--- src/rtl/fadd_pkg.sv ---
// Shared definitions for the fadd far-path alignment slice:
// format presets, shift saturation helper and the S1 payload bundle.
package fadd_pkg;

   localparam int FP16_EXP_W = 5;
   localparam int FP16_SIG_W = 11;
   localparam int FP32_EXP_W = 8;
   localparam int FP32_SIG_W = 24;
   localparam int FP64_EXP_W = 11;
   localparam int FP64_SIG_W = 53;

   // Payload container sized for the widest supported format (fp64
   // needs EXT_W=106, SH_W=7); narrower formats use the low bits.
   localparam int MAX_EXT_W = 128;
   localparam int MAX_SH_W  = 8;

   typedef struct packed {
      logic [MAX_SH_W-1:0]  rsh;
      logic [MAX_EXT_W-1:0] ext;
   } s1_pay_t;

   // Effective right shift: exp_diff less the denormal and
   // pre-shift adjustments, clamped to [0, ext_w].
   function automatic logic [31:0] rsh_sat(
      input logic [31:0] exp_diff,
      input logic        exp_zero,
      input logic        do_sub,
      input logic [31:0] ext_w
   );
      logic [1:0]  adj;
      logic [32:0] raw;
      adj = {1'b0, exp_zero} + {1'b0, do_sub};
      raw = {1'b0, exp_diff} - {31'b0, adj};
      if (raw[32])
         return 32'd0;
      else if (raw[31:0] >= ext_w)
         return ext_w;
      else
         return raw[31:0];
   endfunction

endpackage

--- src/rtl/fadd_rsh_mask_gen.sv ---
// Lost-bits mask generator: mask_o[i] = (i < rsh_i).
// Ports: rsh_i shift amount (0..EXT_W), mask_o EXT_W-bit mask.
module fadd_rsh_mask_gen #(
   parameter int EXT_W = 48,
   parameter int SH_W  = $clog2(EXT_W + 1)
) (
   input  logic [SH_W-1:0]  rsh_i,
   output logic [EXT_W-1:0] mask_o
);

   always_comb begin
      mask_o = '0;
      for (int i = 0; i < EXT_W; i++) begin
         mask_o[i] = (i < int'(rsh_i));
      end
   end

endmodule

--- src/rtl/fadd_far_rsh_sticky_pipe.sv ---
// Two-stage far-path alignment: saturated shift, aligned significand,
// lost-bits mask and sticky. Ports: valid/ready in and out, exp_diff_i,
// exp_zero_i, do_sub_i, sig_small_i -> rsh_amt_o, sig_aligned_o,
// lost_bits_mask_o, sticky_o (all registered).
module fadd_far_rsh_sticky_pipe
   import fadd_pkg::*;
#(
   parameter int EXP_W = 8,
   parameter int SIG_W = 24,
   parameter int EXT_W = 2 * SIG_W,
   parameter int SH_W  = $clog2(EXT_W + 1)
) (
   input  logic             clk,
   input  logic             rst_n,
   input  logic             in_valid_i,
   output logic             in_ready_o,
   input  logic [EXP_W-1:0] exp_diff_i,
   input  logic             exp_zero_i,
   input  logic             do_sub_i,
   input  logic [SIG_W-1:0] sig_small_i,
   output logic             out_valid_o,
   input  logic             out_ready_i,
   output logic [SH_W-1:0]  rsh_amt_o,
   output logic [EXT_W-1:0] sig_aligned_o,
   output logic [EXT_W-1:0] lost_bits_mask_o,
   output logic             sticky_o
);

   logic             s1_valid_d, s1_valid_q;
   logic             s2_valid_d, s2_valid_q;
   s1_pay_t          s1_d, s1_q;
   logic [SH_W-1:0]  rsh_amt_d, rsh_amt_q;
   logic [EXT_W-1:0] sig_aligned_d, sig_aligned_q;
   logic [EXT_W-1:0] mask_d, mask_q;
   logic             sticky_d, sticky_q;

   logic             s1_adv, s2_adv;
   logic [SH_W-1:0]  s1_rsh;
   logic [EXT_W-1:0] s1_ext;
   logic [EXT_W-1:0] s2_mask;
   logic [31:0]      rsh_new;
   logic             unused_pay;

   assign s2_adv     = !s2_valid_q || out_ready_i;
   assign s1_adv     = !s1_valid_q || s2_adv;
   assign in_ready_o = s1_adv;

   assign rsh_new = rsh_sat(32'(exp_diff_i), exp_zero_i,
                            do_sub_i, 32'(EXT_W));

   assign s1_rsh = s1_q.rsh[SH_W-1:0];
   assign s1_ext = s1_q.ext[EXT_W-1:0];
   // High payload bits are constant zero for formats below fp64 width.
   assign unused_pay = ^s1_q;

   fadd_rsh_mask_gen #(
      .EXT_W (EXT_W),
      .SH_W  (SH_W)
   ) u_mask_gen (
      .rsh_i  (s1_rsh),
      .mask_o (s2_mask)
   );

   always_comb begin
      s1_valid_d = s1_valid_q;
      s1_d       = s1_q;
      if (s1_adv) begin
         s1_valid_d = in_valid_i;
         // Bubbles leave the data registers untouched.
         if (in_valid_i) begin
            s1_d.rsh = MAX_SH_W'(rsh_new);
            s1_d.ext = MAX_EXT_W'({sig_small_i, {(EXT_W-SIG_W){1'b0}}});
         end
      end
   end

   always_comb begin
      s2_valid_d    = s2_valid_q;
      rsh_amt_d     = rsh_amt_q;
      sig_aligned_d = sig_aligned_q;
      mask_d        = mask_q;
      sticky_d      = sticky_q;
      if (s2_adv) begin
         s2_valid_d = s1_valid_q;
         if (s1_valid_q) begin
            rsh_amt_d     = s1_rsh;
            sig_aligned_d = s1_ext >> s1_rsh;
            mask_d        = s2_mask;
            sticky_d      = |(s1_ext & s2_mask);
         end
      end
   end

   always_ff @(posedge clk) begin
      if (!rst_n) begin
         s1_valid_q    <= 1'b0;
         s2_valid_q    <= 1'b0;
         s1_q          <= '0;
         rsh_amt_q     <= '0;
         sig_aligned_q <= '0;
         mask_q        <= '0;
         sticky_q      <= 1'b0;
      end else begin
         s1_valid_q    <= s1_valid_d;
         s2_valid_q    <= s2_valid_d;
         s1_q          <= s1_d;
         rsh_amt_q     <= rsh_amt_d;
         sig_aligned_q <= sig_aligned_d;
         mask_q        <= mask_d;
         sticky_q      <= sticky_d;
      end
   end

   assign out_valid_o      = s2_valid_q;
   assign rsh_amt_o        = rsh_amt_q;
   assign sig_aligned_o    = sig_aligned_q;
   assign lost_bits_mask_o = mask_q;
   assign sticky_o         = sticky_q;

endmodule

--- config.mk ---
export PLATFORM = sky130hd
export DESIGN_NAME = fadd_far_rsh_sticky_pipe
export DESIGN_NICKNAME = d
export VERILOG_FILES = /design/src/rtl/fadd_pkg.sv /design/src/rtl/fadd_rsh_mask_gen.sv /design/src/rtl/fadd_far_rsh_sticky_pipe.sv
export SDC_FILE = /design/constraint.sdc
export NUM_CORES = 1
export LEC_CHECK = 0
export CAP_MARGIN = 20
export CORE_MARGIN = 3
export CORE_UTILIZATION = 55
export CTS_BUF_LIST = sky130_fd_sc_hd__clkbuf_2 sky130_fd_sc_hd__clkbuf_4 sky130_fd_sc_hd__clkbuf_8
export DETAILED_ROUTE_END_ITERATION = 6
export HOLD_SLACK_MARGIN = 0.05
export PLACE_DENSITY = 0.9
export SLEW_MARGIN = 25
export SYNTH_ARGS = -nofsm -noshare
export SYNTH_HDL_FRONTEND = slang
export SYNTH_HIERARCHICAL = 1
export SYNTH_SLANG_ARGS = --single-unit
--- constraint.sdc ---
create_clock -name clk -period 2.9 [get_ports clk]
set_input_delay 0.29 -clock clk [delete_from_list [all_inputs] [get_ports clk]]
set_output_delay 0.29 -clock clk [all_outputs]
set_load 0.02 [all_outputs]
==> flow_metrics.py, run 1 <==
metrics = {
    "cts": {
        "clk_latency_ns": 0.47,
        "clock_tree.buffer_depth": 2,
        "cts-root-buf": "sky130_fd_sc_hd__clkbuf_8",
        "tritoncts.num_buffers": 17,
        "cts-resized-gates": 0,
        "holdBufCountCts": 0,
        "cts_tree": "yes",
        "number_of_buffers_inserted_to_repair_setup_after_cts": 0,
        "cts_sink_cnt": 135,
        "ctsHtreeMaxLevel": 4,
        "clk_pin_slew_ns": 0.08,
    },
    "global_route": {
        "largest_net_degree_at_the_start_of_global_routing": 94,
        "grt_use_met3": 0.07204,
        "grt_pass1_wl_mm": 39.23,
        "use_met1": 0.4049,
        "gr-total-overflow": 0,
        "gr-usage-met2": 0.4854,
        "grt_pass1_vias": 7455,
        "top_usage_layer": "met2",
        "all_layer_global_routing_usage": 0.3086,
        "antenna_violations_before_repair": 0,
    },
    "sta": {
        "finalSetupTns_ns": 0,
        "final_period_minus_worst_setup_slack_ns": 2.560,
        "worst_slew_pin_slew_ns": 0.7312,
        "timing.hold.ws_ns": 0.3636,
        "setup_repair_after_global_routing_missed_its_margin": "no",
        "max_freq_ghz": 0.3906,
        "slew-limit-headroom": 0.5125,
        "clock-skew-final_ns": 0.01419,
        "timing_hold_violations_final": 0,
        "report.final.slew_viol_count": 0,
        "setup_viol": 0,
        "finalWorstSetupSlack_ns": 0.3398,
        "period_share": 0.8828,
    },
    "worst_setup_path": {
        "worstSetupEndpointType": "flop",
        "timing.critical_path.required_ns": 3.26,
        "critPathMaxFanout": 24,
        "critPathArrivalTime_ns": 2.92,
        "worst_setup_path_start_kind": "flop",
        "setup.worst_path.class": "reg2reg",
    },
    "floorplan": {
        "rows": 42,
        "initial_core_util": 0.5732,
        "dieHeight_um": 124.6,
        "fp.dieW_um": 124.6,
        "core_area_mm2": 0.01351,
        "floorplan.io_pins": 143,
        "floorplan.die_area_mm2": 0.01553,
    },
    "pwr": {
        "irDropWorstVdd_v": 0.0003418,
        "internal_power_mw": 3.279,
        "pwr-share-comb": 0.177,
        "pwr-share-clk": 0.383,
        "power.switching_fraction": 0.2931,
        "leakagePower_nw": 3.342,
        "power.sequential.fraction": 0.440,
        "power.switching_mw": 1.359,
        "power.density_cell_area_mw_per_mm2": 479.5,
    },
    "status": {
        "outcome": "finished with violations",
        "failed_checks": "design-rule violations",
    },
    "logic_synthesis": {
        "synth_area_leader_cell": "sky130_fd_sc_hd__dfxtp_1",
        "cells_after_synth": 937,
        "yosysWarningCount": 6,
        "synth-main-ff-cell": "sky130_fd_sc_hd__dfxtp_1",
        "mean_cell_area_of_the_mapped_netlist_um2": 8.262,
        "post_synth_most_frequent_cells": "215 x sky130_fd_sc_hd__nand2_1, 135 x sky130_fd_sc_hd__dfxtp_1, 102 x sky130_fd_sc_hd__a21oi_1, 58 x sky130_fd_sc_hd__clkbuf_1, 38 x sky130_fd_sc_hd__nor2_1",
        "ys_seq_elements": 135,
        "yosys.area.top_type_share": 0.3491,
        "synth_sequential_area_ratio": 0.3491,
        "synth_cell_types": 70,
        "synth-edff-count": 0,
        "synthMostInstantiatedCell": "sky130_fd_sc_hd__nand2_1",
        "async_reset_ff_frac": 0,
        "synthesized_cell_area_mm2": 0.007741,
        "number_of_nets_in_the_synthesized_netlist": 979,
        "synthTopCellsByArea": "sky130_fd_sc_hd__dfxtp_1 35%, sky130_fd_sc_hd__nand2_1 10%, sky130_fd_sc_hd__mux4_2 9.6%",
    },
    "placement": {
        "placed_area_mm2": 0.009221,
        "hpwlAfterDp_mm": 16.98,
        "place_congestion": 0.9874,
        "pre_cts_ws_ns": 0.04123,
        "portBuffers": 142,
    },
    "routing": {
        "detail_route.wl_per_cell_um": 20.13,
        "drt_wl_total_mm": 24.58,
        "vias_per_cell": 6.516,
        "antenna_left": 0,
        "route.detailed.drc": 2,
        "drt-pass1-iter-count": 7,
        "number_of_violations_reported_at_the_end_of_detailed_routing_iteration_0": 1247,
        "vias": 7956,
    },
    "cells_and_area": {
        "register_area_mm2": 0.002708,
        "final_instance_area_mm2": 0.009674,
        "drive_gt1_frac": 0.1177,
        "insertedDiodeCount": 0,
        "filler_cell_count": 979,
        "area_growth_pct": 24.97,
        "num-nets-final": 1075,
        "finalCoreUtilization": 0.7163,
        "multi_input_comb_area_mm2": 0.004561,
    },
    "hold_path": {
        "hold_class": "in2reg",
    },
    "run": {
        "max-cap-violations": 0,
    },
}
## metal layers
metal / routed length [um] / vias to the layer above
li1: - / 3549
met1: 9546 / 3654
met2: 11120 / 623
met3: 2675 / 130
met4: 1237 / 0
met5: 0 / -
## per-stage QoR
step                total power, mW  instances
detailed placement            2.874       1190
global placement              2.853       1190
finish                        4.639       1221
CTS                           4.615       1221
global route                  4.786       1221
floorplan                     2.556        937
## state kept, by name, summed over array words and instances (netlist names)
signal,cells
s1_valid_q,1
lost_bits_mask_o,48
s1_q,6
sticky_o,1
s1_ext,24
rsh_amt_o,6
out_valid_o,1
sig_aligned_o,48
## placed cells by master (no fill, tap or decap), drive strengths merged, types with 19 or more instances in the layout
cell type / count
a22oi: 24
mux4: 34
dfxtp: 135
mux2i: 37
o21ai: 35
buf: 28
a21oi: 102
clkbuf: 19
inv: 19
nor2: 39
nand2: 215
clkdlybuf4s50: 142
## power by group through the flow
stage          Clock, mW  Combinational, mW  Sequential, mW
6_report            1.78              0.821            2.04
4_1_cts             1.78              0.804            2.03
5_1_grt             1.86              0.874            2.05
3_3_place_gp           0              0.781            2.07
3_5_place_dp           0              0.797            2.08
2_1_floorplan          0              0.487            2.07
## worst max-delay path: stages, from the launching register on
cell and delay, ns:
sky130_fd_sc_hd__dfxtp_2 0.77, sky130_fd_sc_hd__buf_4 0.42, sky130_fd_sc_hd__mux2_2 0.37, sky130_fd_sc_hd__a31o_2 0.24, sky130_fd_sc_hd__a2bb2oi_1 0.19, sky130_fd_sc_hd__a221oi_1 0.37, sky130_fd_sc_hd__nor2_1 0.08
## logic make-up after synthesis
group	count (synthesis)	synth area share
compound gates	261	0.2172
xor+xnor	5	0.005658
fa+ha+maj	4	0.007436
buf+inv	110	0.06223
flops	135	0.3491
mux	86	0.1691
simple gates	336	0.1893
## cell type report
cell class,count,share of cell area
Tap cell,176,0.02276
Clock inverter,12,0.01979
Clock buffer,19,0.02703
Multi-Input combinational cell,692,0.4714
Sequential cell,135,0.2799
Timing Repair Buffer,170,0.1725
Inverter,17,0.006596
## path summary, 6_finish.rpt
check | startpoint | end | slack, ns | cells past startpoint
setup / recovery | s1_q[129] | sig_aligned_o[3] | 0.34 | 6
setup reg to reg | s1_q[129] | sig_aligned_o[3] | 0.34 | 6
hold / removal | sig_small_i[5] | s1_ext[29] | 0.36 | 3
hold reg to reg | sig_aligned_o[6] | sig_aligned_o[6] | 0.44 | 2
Note: power is estimated with default switching activity, not from simulation.
==> run 2, diff against run 1 <==
- CORE_UTILIZATION: 55 -> 59
- PLACE_DENSITY: 0.9 -> 0.95
- REMOVE_ABC_BUFFERS: not set -> 1
- TNS_END_PERCENT: not set -> 1
- clock period: 2.9 -> 3.2 ns (I/O delays scaled with it)
==> run 2 against run 1 <==
Compared with the run above:
- the run still ends with design-rule violations left
- non-clock buffer count is 3 lower
- worst hold slack better by 0.054 ns
- sequential cell count stayed put
- register-to-register slack better by 0.31 ns
- critical path depth is 1 lower
- worst setup slack better by 0.31 ns
- clock skew is 0.0046 ns lower
- largest cell class unchanged
==> flow_metrics.py, run 2 (synthesis results as in run 1) <==
metrics = {
    "floorplan": {
        "rows": 41,
        "floorplan.io_pins": 143,
        "dieHeight_um": 120.5,
        "fp.dieW_um": 120.5,
        "core_area_mm2": 0.01272,
        "initial_core_util": 0.6085,
        "floorplan.die_area_mm2": 0.01453,
    },
    "placement": {
        "place_congestion": 0.9801,
        "portBuffers": 142,
        "hpwlAfterDp_mm": 16.84,
        "pre_cts_ws_ns": 0.2281,
        "placed_area_mm2": 0.009194,
    },
    "routing": {
        "route.detailed.drc": 1,
        "vias": 8023,
        "drt-pass1-iter-count": 7,
        "detail_route.wl_per_cell_um": 20.25,
        "vias_per_cell": 6.603,
        "drt_wl_total_mm": 24.60,
        "number_of_violations_reported_at_the_end_of_detailed_routing_iteration_0": 1223,
        "antenna_left": 0,
    },
    "cts": {
        "holdBufCountCts": 0,
        "clk_pin_slew_ns": 0.08,
        "cts_sink_cnt": 135,
        "cts-resized-gates": 0,
        "tritoncts.num_buffers": 17,
        "number_of_buffers_inserted_to_repair_setup_after_cts": 0,
        "ctsHtreeMaxLevel": 4,
        "clk_latency_ns": 0.46,
        "cts-root-buf": "sky130_fd_sc_hd__clkbuf_8",
        "cts_tree": "yes",
        "clock_tree.buffer_depth": 2,
    },
    "cells_and_area": {
        "area_growth_pct": 24.84,
        "final_instance_area_mm2": 0.009664,
        "filler_cell_count": 933,
        "num-nets-final": 1072,
        "drive_gt1_frac": 0.1160,
        "final_cell_mix": "214 x sky130_fd_sc_hd__nand2_1, 142 x sky130_fd_sc_hd__clkdlybuf4s50_1, 131 x sky130_fd_sc_hd__dfxtp_1, 102 x sky130_fd_sc_hd__a21oi_1, 38 x sky130_fd_sc_hd__nor2_1",
        "most_frequent_standard_cell_in_the_layout_excluding_fill_and_tap_cells": "sky130_fd_sc_hd__nand2_1",
        "multi_input_comb_area_mm2": 0.004561,
        "insertedDiodeCount": 0,
        "register_area_mm2": 0.002710,
    },
    "sta": {
        "timing_hold_violations_final": 0,
        "slew-limit-headroom": 0.4599,
        "report.final.slew_viol_count": 0,
        "setup_viol": 0,
        "max_freq_ghz": 0.3923,
        "setup_repair_after_global_routing_missed_its_margin": "no",
        "timing.hold.ws_ns": 0.4178,
        "period_share": 0.7967,
        "finalWorstSetupSlack_ns": 0.6507,
        "final_period_minus_worst_setup_slack_ns": 2.549,
        "clock-skew-final_ns": 0.009545,
        "worst_slew_pin_slew_ns": 0.8102,
        "finalSetupTns_ns": 0,
    },
    "pwr": {
        "irDropWorstVdd_v": 0.0003576,
        "power_mw": 4.223,
        "leakagePower_nw": 3.330,
        "power.density_cell_area_mw_per_mm2": 436.9,
    },
    "worst_setup_path": {
        "timing.critical_path.required_ns": 3.54,
        "critPathArrivalTime_ns": 2.89,
        "worstSetupEndpointType": "flop",
        "worst_setup_path_start_kind": "flop",
        "setup.worst_path.class": "reg2reg",
        "critPathMaxFanout": 30,
    },
    "global_route": {
        "antenna_violations_before_repair": 0,
        "grt_pass1_vias": 7551,
        "all_layer_global_routing_usage": 0.3363,
        "largest_net_degree_at_the_start_of_global_routing": 79,
        "grt_pass1_wl_mm": 38.95,
        "gr-total-overflow": 0,
    },
    "status": {
        "outcome": "finished with violations",
        "failed_checks": "design-rule violations",
    },
    "run": {
        "max-cap-violations": 0,
    },
    "hold_path": {
        "hold_class": "in2reg",
    },
}
## run 2: changes by cell type in the layout (fill, tap and decap cells not counted), sizes merged
cell,previous run,this run
buf,28,25
clkbuf,19,22
clkinv,5,3
clkinvlp,1,3
inv,19,17
## run 2: final timing paths
kind	startpoint	endpoint	slack [ns]	cells after the start
setup reg to reg	s1_q[129]	sig_aligned_o[4]	0.65	5
hold / removal	sig_small_i[20]	s1_ext[44]	0.42	3
setup / recovery	s1_q[129]	sig_aligned_o[4]	0.65	5
hold reg to reg	sig_aligned_o[1]	sig_aligned_o[1]	0.45	2
## run 2: final cells by class
cell class,count,area share
clock buffer,22,0.03133
clock inverter,10,0.01709
inverter,17,0.006603
multi-input combinational,692,0.4719
sequential,135,0.2804
tap,172,0.02227
timing repair buffer,167,0.1704
## run 2: critical path: stages, from the launching register on
cell and delay (ns):
sky130_fd_sc_hd__dfxtp_2 0.86, sky130_fd_sc_hd__mux4_2 0.64, sky130_fd_sc_hd__mux2_2 0.34, sky130_fd_sc_hd__a21boi_1 0.23, sky130_fd_sc_hd__a2bb2oi_1 0.25, sky130_fd_sc_hd__a21oi_1 0.10
## run 2: power by group
part | total [mW] | internal [mW] | switching [mW]
sequential | 1.86 | 1.74 | 0.112
clock | 1.64 | 0.956 | 0.682
combinational | 0.729 | 0.324 | 0.405
total | 4.22 | 3.02 | 1.20
## run 2: per-stage QoR
| step | util | cells |
|---|---|---|
| final | 0.7596 | 1215 |
| after detailed placement | 0.7227 | 1183 |
| after global placement | 0.7227 | 1183 |
| after floorplan | - | 844 |
| after global routing | 0.7596 | 1215 |
| after CTS | 0.7594 | 1215 |
## run 2: per-layer routing
metal | track usage | wire length (um) | up-vias
li1 | - | - | 3541
met1 | 0.4174 | 9038 | 3763
met2 | 0.5526 | 11770 | 610
met3 | 0.08466 | 2700 | 109
met4 | 0.1530 | 1095 | 0
met5 | 0 | 0 | -
==> run 3, diff against run 2 <==
- CORE_UTILIZATION: 59 -> 55
- PLACE_DENSITY: 0.95 -> 0.9
- clock period: 3.2 -> 2.45 ns (I/O delays scaled with it)
==> run 3 against run 2 <==
Compared with the run above:
- the flow still finishes with violations (design-rule violations)
- cell area is 1.5% higher
- global-route usage fell by 3.2 points
- routed wire length decreased by 1.5%
- register-to-register slack got worse by 0.57 ns
- worst hold slack got worse by 0.094 ns
- worst setup slack lost 0.57 ns
- clock power rose by 15%
- clock skew up 0.0024 ns
- die area increased by 6.9%
- via count shrank 1.9%
- critical path depth increased by 5
- sequential power grew 30%
- largest cell class unchanged
==> flow_metrics.py, run 3 (synthesis results as in run 1) <==
metrics = {
    "status": {
        "outcome": "finished with violations",
        "failed_checks": "design-rule violations",
    },
    "cells_and_area": {
        "final_cell_mix": "214 x sky130_fd_sc_hd__nand2_1, 142 x sky130_fd_sc_hd__clkdlybuf4s50_1, 131 x sky130_fd_sc_hd__dfxtp_1, 102 x sky130_fd_sc_hd__a21oi_1, 42 x sky130_fd_sc_hd__buf_4",
        "area_growth_pct": 26.73,
        "finalCoreUtilization": 0.7264,
        "most_frequent_standard_cell_in_the_layout_excluding_fill_and_tap_cells": "sky130_fd_sc_hd__nand2_1",
        "drive_gt1_frac": 0.1343,
        "num-nets-final": 1095,
        "finish.cell_count_without_fillers": 1241,
        "insertedDiodeCount": 0,
    },
    "worst_setup_path": {
        "worst_path_largest_cell_delay_ns": 0.56,
        "worst_path_max_delay_cell": "sky130_fd_sc_hd__fa_1",
        "timing.critical_path.required_ns": 2.81,
        "critPathArrivalTime_ns": 2.73,
        "r2r-start": "s1_q[131]",
        "critPathBufInv": 3,
        "worstSetupEndpointType": "flop",
        "reg2reg_depth": 5,
        "crit_path_cell_trace": "clkdlybuf4s50_1 -> inv_1 -> fa_1 -> ha_1 -> nor3b_1 -> buf_4 -> o21a_1 -> o22a_1 -> o311a_1 -> o311a_1",
        "setup.worst_path.class": "in2reg",
        "critPathMaxFanout": 5,
        "reg2reg_setup_slack_ns": 0.08,
        "r2r_end": "sig_aligned_o[14]",
        "most_common_cell_type_on_the_critical_path": "sky130_fd_sc_hd__o311a_1",
        "crit_family": "compound AO/OA/AOI/OAI gates",
        "worst_setup_path_start_kind": "primary input",
    },
    "floorplan": {
        "rows": 42,
        "fp.dieW_um": 124.6,
        "initial_core_util": 0.5732,
        "floorplan.io_pins": 143,
        "floorplan.die_area_mm2": 0.01553,
        "core_area_mm2": 0.01351,
        "dieHeight_um": 124.6,
    },
    "global_route": {
        "use_met1": 0.3930,
        "grt_use_met3": 0.06732,
        "antenna_violations_before_repair": 0,
        "top_usage_layer": "met2",
        "gr-total-overflow": 0,
        "grt_pass1_vias": 7462,
        "largest_net_degree_at_the_start_of_global_routing": 81,
        "all_layer_global_routing_usage": 0.3045,
        "gr-usage-met2": 0.4879,
        "grt_pass1_wl_mm": 38.73,
    },
    "pwr": {
        "power.sequential.fraction": 0.455,
        "power.density_cell_area_mw_per_mm2": 540.1,
        "internal_power_mw": 3.734,
        "power.switching_fraction": 0.2952,
        "irDropWorstVdd_v": 0.0003299,
        "leakagePower_nw": 3.427,
        "pwr-share-clk": 0.356,
        "power.switching_mw": 1.564,
        "pwr-share-comb": 0.189,
    },
    "routing": {
        "vias": 7874,
        "detail_route.wl_per_cell_um": 19.52,
        "vias_per_cell": 6.345,
        "number_of_violations_reported_at_the_end_of_detailed_routing_iteration_0": 1086,
        "antenna_left": 0,
        "route.detailed.drc": 7,
        "drt_wl_total_mm": 24.23,
        "drt-pass1-iter-count": 7,
    },
    "cts": {
        "cts_tree": "yes",
        "holdBufCountCts": 0,
        "number_of_buffers_inserted_to_repair_setup_after_cts": 0,
        "clk_pin_slew_ns": 0.07,
        "ctsHtreeMaxLevel": 4,
        "clock_tree.buffer_depth": 2,
        "cts-root-buf": "sky130_fd_sc_hd__clkbuf_8",
        "tritoncts.num_buffers": 17,
        "clk_latency_ns": 0.47,
        "cts_sink_cnt": 135,
    },
    "sta": {
        "max_freq_ghz": 0.4214,
        "slew-limit-headroom": 0.4148,
        "timing_hold_violations_final": 0,
        "final_period_minus_worst_setup_slack_ns": 2.373,
        "period_share": 0.9686,
        "setup_viol": 0,
        "clock-skew-final_ns": 0.01191,
        "setup_repair_after_global_routing_missed_its_margin": "no",
        "worst_slew_pin_slew_ns": 0.8767,
        "report.final.slew_viol_count": 0,
    },
    "run": {
        "max-cap-violations": 0,
    },
    "placement": {
        "hpwlAfterDp_mm": 16.85,
        "portBuffers": 142,
        "placed_cells_incl_taps": 1210,
        "place_congestion": 0.9772,
    },
    "hold_path": {
        "min_path_cells": 3,
        "timing.hold.worst_endpoint": "s1_ext[43]",
        "hold_class": "in2reg",
        "hold_path_startpoint": "sig_small_i[19]",
    },
}
==> run 3: worst max path at each step <==
| stage | from | to | slack (ns) | depth (start not counted) |
|---|---|---|---|---|
| floorplan | s1_q[130] | sig_aligned_o[17] | -1.16 | 5 |
| global placement | exp_diff_i[0] | s1_q[133] | -0.35 | 10 |
| detailed placement | exp_diff_i[0] | s1_q[133] | -0.42 | 10 |
| CTS | s1_q[129] | sig_aligned_o[8] | 0.03 | 6 |
| global route | s1_q[131] | sig_aligned_o[14] | 0.005 | 7 |
| finish | exp_diff_i[0] | s1_q[133] | 0.08 | 10 |
==> run 3: layout make-up <==
class                   instances  area, um2
clock inverters                13      157.7
repair buffers                190       1857
inverters                      17      63.81
flip-flops and latches        135       2710
multi-input cells             692       4561
fillers                      1018       3695
well taps                     176      220.2
clock buffers                  18      241.5
==> run 3: routing by layer <==
metal | vias to the layer above | routed length [um]
met5 | - | 0
met4 | 0 | 936
met3 | 79 | 2354
met2 | 517 | 11160
met1 | 3683 | 9781
li1 | 3595 | -
==> run 3: repair_timing <==
action | CTS | global route
endpoints found under the hold margin | 0 | 0
endpoints found under the setup margin | 0 | 3
gates resized for setup | 0 | 1
==> run 3: power by group through the flow <==
| stage | clock (mW) | sequential (mW) | combinational (mW) |
|---|---|---|---|
| after floorplan | 0 | 2.51 | 0.476 |
| after global placement | 0 | 2.45 | 0.958 |
| after detailed placement | 0 | 2.45 | 0.974 |
| after CTS | 1.91 | 2.40 | 0.984 |
| after global routing | 2.00 | 2.42 | 1.07 |
| final | 1.89 | 2.41 | 1.00 |
==> run 3: metrics by stage <==
| stage | setup TNS [ns] | worst slack, ns | power (mW) | area, um2 | hold slack, ns |
|---|---|---|---|---|---|
| floorplan | -51.84 | -1.164 | 2.983 | 7323 | 0.3745 |
| global placement | -1.598 | -0.3490 | 3.407 | 9409 | 0.4254 |
| detailed placement | -2.057 | -0.4242 | 3.426 | 9409 | 0.4298 |
| CTS | 0 | 0.02600 | 5.295 | 9808 | 0.3047 |
| global route | 0 | 0.005040 | 5.479 | 9811 | 0.3201 |
| finish | 0 | 0.07703 | 5.298 | 9811 | 0.3236 |
==> run 3: worst reg2reg max path: stages, from the launching register on <==
cell                        delay [ns]
sky130_fd_sc_hd__dfxtp_2          0.82
sky130_fd_sc_hd__mux4_2           0.48
sky130_fd_sc_hd__mux2_2           0.32
sky130_fd_sc_hd__mux2i_1          0.26
sky130_fd_sc_hd__a2bb2oi_1        0.27
sky130_fd_sc_hd__a21oi_1          0.11
